**src/rtl/hci_thld_queue.sv**
```systemverilog
// Single-clock FIFO with first-word fall-through read and a programmable
// threshold trigger. The trigger counts either occupied entries (consumer-side
// queues) or free slots (producer-side queues).
module hci_thld_queue #(
    parameter int DATA_WIDTH = 32,
    parameter int DEPTH      = 64,
    parameter int THLD_WIDTH = 8,
    parameter int LIMIT_FREE = 0
) (
    input  logic                        clk_i,
    input  logic                        rst_i,
    input  logic                        clr_i,
    input  logic                        wvalid_i,
    output logic                        wready_o,
    input  logic [DATA_WIDTH-1:0]       wdata_i,
    output logic                        rvalid_o,
    input  logic                        rready_i,
    output logic [DATA_WIDTH-1:0]       rdata_o,
    input  logic [THLD_WIDTH-1:0]       thld_i,
    output logic                        thld_trig_o,
    output logic                        full_o,
    output logic                        empty_o,
    output logic [$clog2(DEPTH):0]      count_o
);

    localparam int AW = $clog2(DEPTH);
    localparam int CW = AW + 1;
    // Common width for comparing the threshold against count or free slots.
    localparam int MW = (THLD_WIDTH > CW) ? THLD_WIDTH : CW;

    logic [DATA_WIDTH-1:0] ram [DEPTH];
    logic [AW-1:0]         wptr;
    logic [AW-1:0]         rptr;
    logic [CW-1:0]         count;
    logic                  push;
    logic                  pop;
    logic [MW-1:0]         eff_thld;
    logic [MW-1:0]         level;

    // A zero threshold means "any one entry"; anything above DEPTH saturates
    // to DEPTH so the trigger stays reachable.
    function automatic logic [MW-1:0] eff_thld_f(input logic [THLD_WIDTH-1:0] t);
        logic [MW-1:0] tw;
        tw = MW'(t);
        if (tw == '0) begin
            return MW'(1);
        end else if (tw > MW'(DEPTH)) begin
            return MW'(DEPTH);
        end else begin
            return tw;
        end
    endfunction

    assign full_o   = (count == CW'(DEPTH));
    assign empty_o  = (count == '0);
    assign count_o  = count;
    // wready_o deliberately ignores rready_i: a full queue refuses a push even
    // when the same cycle pops, keeping the read path out of the write path.
    assign wready_o = !full_o;
    assign rvalid_o = !empty_o;
    assign push     = wvalid_i && wready_o;
    assign pop      = rvalid_o && rready_i;

    // Head entry is presented directly; an empty queue shows zero.
    always_comb begin
        rdata_o = '0;
        if (!empty_o) begin
            rdata_o = ram[rptr];
        end
    end

    // Threshold compare against occupancy or free slots; thld_i acts immediately.
    always_comb begin
        eff_thld = eff_thld_f(thld_i);
        level    = MW'(count);
        if (LIMIT_FREE != 0) begin
            level = MW'(CW'(DEPTH) - count);
        end
        thld_trig_o = (level >= eff_thld);
    end

    // Pointer and occupancy state; flush behaves exactly like reset and
    // discards any handshake in the same cycle.
    always_ff @(posedge clk_i) begin
        if (rst_i || clr_i) begin
            wptr  <= '0;
            rptr  <= '0;
            count <= '0;
        end else begin
            if (push) begin
                wptr <= wptr + 1'b1;
            end
            if (pop) begin
                rptr <= rptr + 1'b1;
            end
            count <= count + CW'(push) - CW'(pop);
        end
    end

    // Storage write; the array itself carries no reset.
    always_ff @(posedge clk_i) begin
        if (push && !rst_i && !clr_i) begin
            ram[wptr] <= wdata_i;
        end
    end

    // Guard the handshake rules and the occupancy bound.
    always_ff @(posedge clk_i) begin
        if (!rst_i) begin
            assert (!(push && full_o));
            assert (!(pop && empty_o));
            assert (count <= CW'(DEPTH));
        end
    end

endmodule
```
**config.mk**
```make
export PLATFORM = sky130hd
export DESIGN_NAME = hci_thld_queue
export DESIGN_NICKNAME = d
export VERILOG_FILES = /design/src/rtl/hci_thld_queue.sv
export SDC_FILE = /design/constraint.sdc
export NUM_CORES = 2
export LEC_CHECK = 0
export ABC_AREA = 1
export ABC_CLOCK_PERIOD_IN_PS = 5450
export CELL_PAD_IN_SITES_DETAIL_PLACEMENT = 1
export CELL_PAD_IN_SITES_GLOBAL_PLACEMENT = 2
export CORE_MARGIN = 3
export CORE_UTILIZATION = 44
export CTS_CLUSTER_SIZE = 8
export DETAILED_ROUTE_END_ITERATION = 12
export PLACE_DENSITY_LB_ADDON = 0.1
export SLEW_MARGIN = 10
export SYNTH_ARGS = -nofsm -noshare
export SYNTH_HDL_FRONTEND = slang
export SYNTH_SLANG_ARGS = --single-unit
```
**constraint.sdc**
```tcl
create_clock -name clk_i -period 5.45 [get_ports clk_i]
set_input_delay 1.09 -clock clk_i [delete_from_list [all_inputs] [get_ports clk_i]]
set_output_delay 1.09 -clock clk_i [all_outputs]
set_load 0.02 [all_outputs]
```
==> results.md <==
* Min cycle time layout at 5.18 ns
* Max VDD drop at 0.263 mV
* Cell taking the most area after synthesis: edfxtp_1
* Worst EP required at 4.36 ns
* Avg Cell Area, Syn at 12.0 sq um
* Cell count after placement at 9327
* Top_reg_cell synth: edfxtp_1
* Area delta synth->final at 15.0%
* #FFs+latches synth at 2073
* Total iterations of the first detailed-routing run at 5
* Worst Skew at 0.0429 ns
* Most common cell after layout, fill and taps aside: nand2_1
* Fin Setup TNS at 0 ns
* Asr flop ratio synth at 0%
* Via count at 56200
* All-Layer GR Usage at 26.6%
* Switching portion of total power at 28.2%
* Post-synth top area share at 73.6%
* Post-Synthesis Cells at 6965
* Via density at 5.79
* Psw at 11.7 mW
* Synth cell types at 31
* Detailed Route Iter0 Violations at 4568
* Fin area at 96100 sq um
* CTS H-tree depth at 5
* Nets at 7212
* Post-synth EDFFs at 2048
* Clock buffer depth at 4
* Share of cells above drive strength 1 at 9.55%
* Routed wire per std cell at 27.1 um
* Pwr/cell area at 432 nW/um^2
* Num CTS Buffers at 309
* Vias in the first global route at 58600
* Overflow after GRT at 0
* Initial antenna violation count at 11
* Achievable frequency at 193 MHz
* Relative slew slack at 14.5%
* RSZ-0062 raised after global routing: no
* Max-slew violations at 0
* Max-capacitance violation count at 0
* Tightest Pin Transition at 1.28 ns
* Root buf cell: clkbuf_16
* Core Box Area at 188000 sq um
* # IOs at 89
* Num rows at 159
* CP endpoint kind: primary output
* Lkg Pwr at 33.8 nW
* Status: completed
* Most frequent cells in the layout: nand2_1 (2266), edfxtp_1 (2048), nand3_1 (1778), clkbuf_16 (318), buf_4 (213)
* CTS sink cnt at 2073
* Mapped cell area at 83600 sq um
* Seq pwr share at 42.5%
* Top post-synthesis cells by area: edfxtp_1 (74%), nand3_1 (11%), nand2_1 (10%), buf_2 (1.5%), nor2_1 (0.87%)
* Internal Power at 29.8 mW
* Die ar. at 195000 sq um
* Endpoints failing setup at 0
* Largest net degree at the start of global routing at 130
* Ys Warns at 0
* Wirelength, routed at 262 mm
* Net Count, Synth at 7029
* Sequential-to-total area share from yosys stat at 74.2%
* HP Class: register to register
* Crit start category: register
* Clock transition at path regs at 0.05 ns
* PortBufs at 88
* Die Y at 442 um
* DRC errors left at 0
* WHS at 0.480 ns
* Worst skew pair latency at 0.93 ns
* GP Congestion at 0.804
* Initial Util at 44.4%
* Critical path class: register to primary output
* Clock share of power at 40.2%
* Die Span X at 442 um
* Crit Path Max Fanout at 86
* Final Hold Vio Count at 0
* Fill cell total of the finished layout at 19000
* First-pass GRT wire length at 387 mm
* Final period utilization at 95.1%
* Post-detail-place hpwl at 142 mm
* Post-route insts no fill at 9693
* CTS tree: built
* Placed cell areas at 87900 sq um
* Hold buffer count at cts at 0
* Worst path arrival time at 4.09 ns
* Detail Route Antenna Nets at 0
* Combinational share of power at 17.3%
==> cells by family after synthesis <==
family / count (synthesis) / share of synthesized area [%]
compound gates: 132 / 0.832
xor+xnor: 1 / 0.0105
fa+ha+maj: 19 / 0.293
buf+inv: 490 / 2.92
flops: 2073 / 74.2
simple gates: 4250 / 21.8
==> layout make-up <==
type | count | area, sq um | area share, %
antenna | 5 | 12.5 | 0.0130
clock buffer | 352 | 8090 | 8.41
clock inverter | 4 | 42.5 | 0.0443
inverter | 42 | 214 | 0.223
multi-input combinational | 4402 | 19600 | 20.4
sequential | 2073 | 62000 | 64.5
tap | 2495 | 3120 | 3.25
timing repair buffer | 320 | 2960 | 3.08
==> power by group through the flow <==
stage          logic [mW]  clock network (mW)  registers [mW]
2_1_floorplan        4.22                   0            17.9
3_3_place_gp         6.99                   0            18.0
3_5_place_dp         7.12                   0            18.0
4_1_cts              7.17                17.1            17.7
5_1_grt              7.88                17.7            17.6
6_report             7.18                16.7            17.7
==> stage by stage <==
step / util, % / power (mW) / setup WS [ns]
after CTS: 51.0 / 41.9 / 0.0795
after global routing: 51.0 / 43.2 / 0.105
after global placement: 46.6 / 25.0 / 0.648
final: 51.0 / 41.5 / 0.268
after detailed placement: 46.6 / 25.1 / 0.662
after floorplan: - / 22.2 / 1.22
==> synth_stat cells, types with 13 or more instances <==
library cell and n:
a21oi_1 51, buf_6 13, edfxtp_1 2048, ha_1 18
buf_4 46, o21ai_0 54, o22ai_1 22, clkbuf_1 85
buf_2 251, nand3_1 1778, nand2_1 2266, nor2_1 193
buf_1 52, dfxtp_1 25, inv_1 35
==> critical path: stages (launching register included) <==
cell and delay, ns:
dfxtp_4 0.35, buf_12 0.16, clkinv_16 0.24, buf_12 0.30
buf_4 0.31, nand2_1 0.07, nand3_1 0.07, nand3_1 0.11
nand2_1 0.10, nand2_1 0.05, nand2_1 0.08, nand2_1 0.15
nand3_1 0.19, nand2_1 0.22, nor2_1 0.41, buf_4 0.22
==> registers in the layout (all words and copies together), names as in the netlist, named ones only <==
signal   count
count_o      7
wptr         6
rptr         6
ram       2048
==> path summary, 6_finish.rpt <==
kind	cells after the start	to	from	slack [ns]
min reg2reg	2	register	rptr[2]	0.48
max reg2reg	13	ram[57][18]	count_o[2]	1.46
max	15	rdata_o[14]	register	0.27
min	2	register	rptr[2]	0.48
==> timing repair <==
action	CTS	global route
gates resized for setup	0	3
setup buffers	0	4
endpoints found under the setup margin	0	6
==> per-layer routing <==
| layer | GRT usage, % | up-vias | wire, um |
|---|---|---|---|
| li1 | - | 25000 | - |
| met1 | 36.7 | 29200 | 115000 |
| met2 | 43.9 | 1592 | 126000 |
| met3 | 3.86 | 417 | 13900 |
| met4 | 7.72 | 0 | 6790 |
| met5 | 0 | - | 0 |
Power figures use the tool's default switching activity.
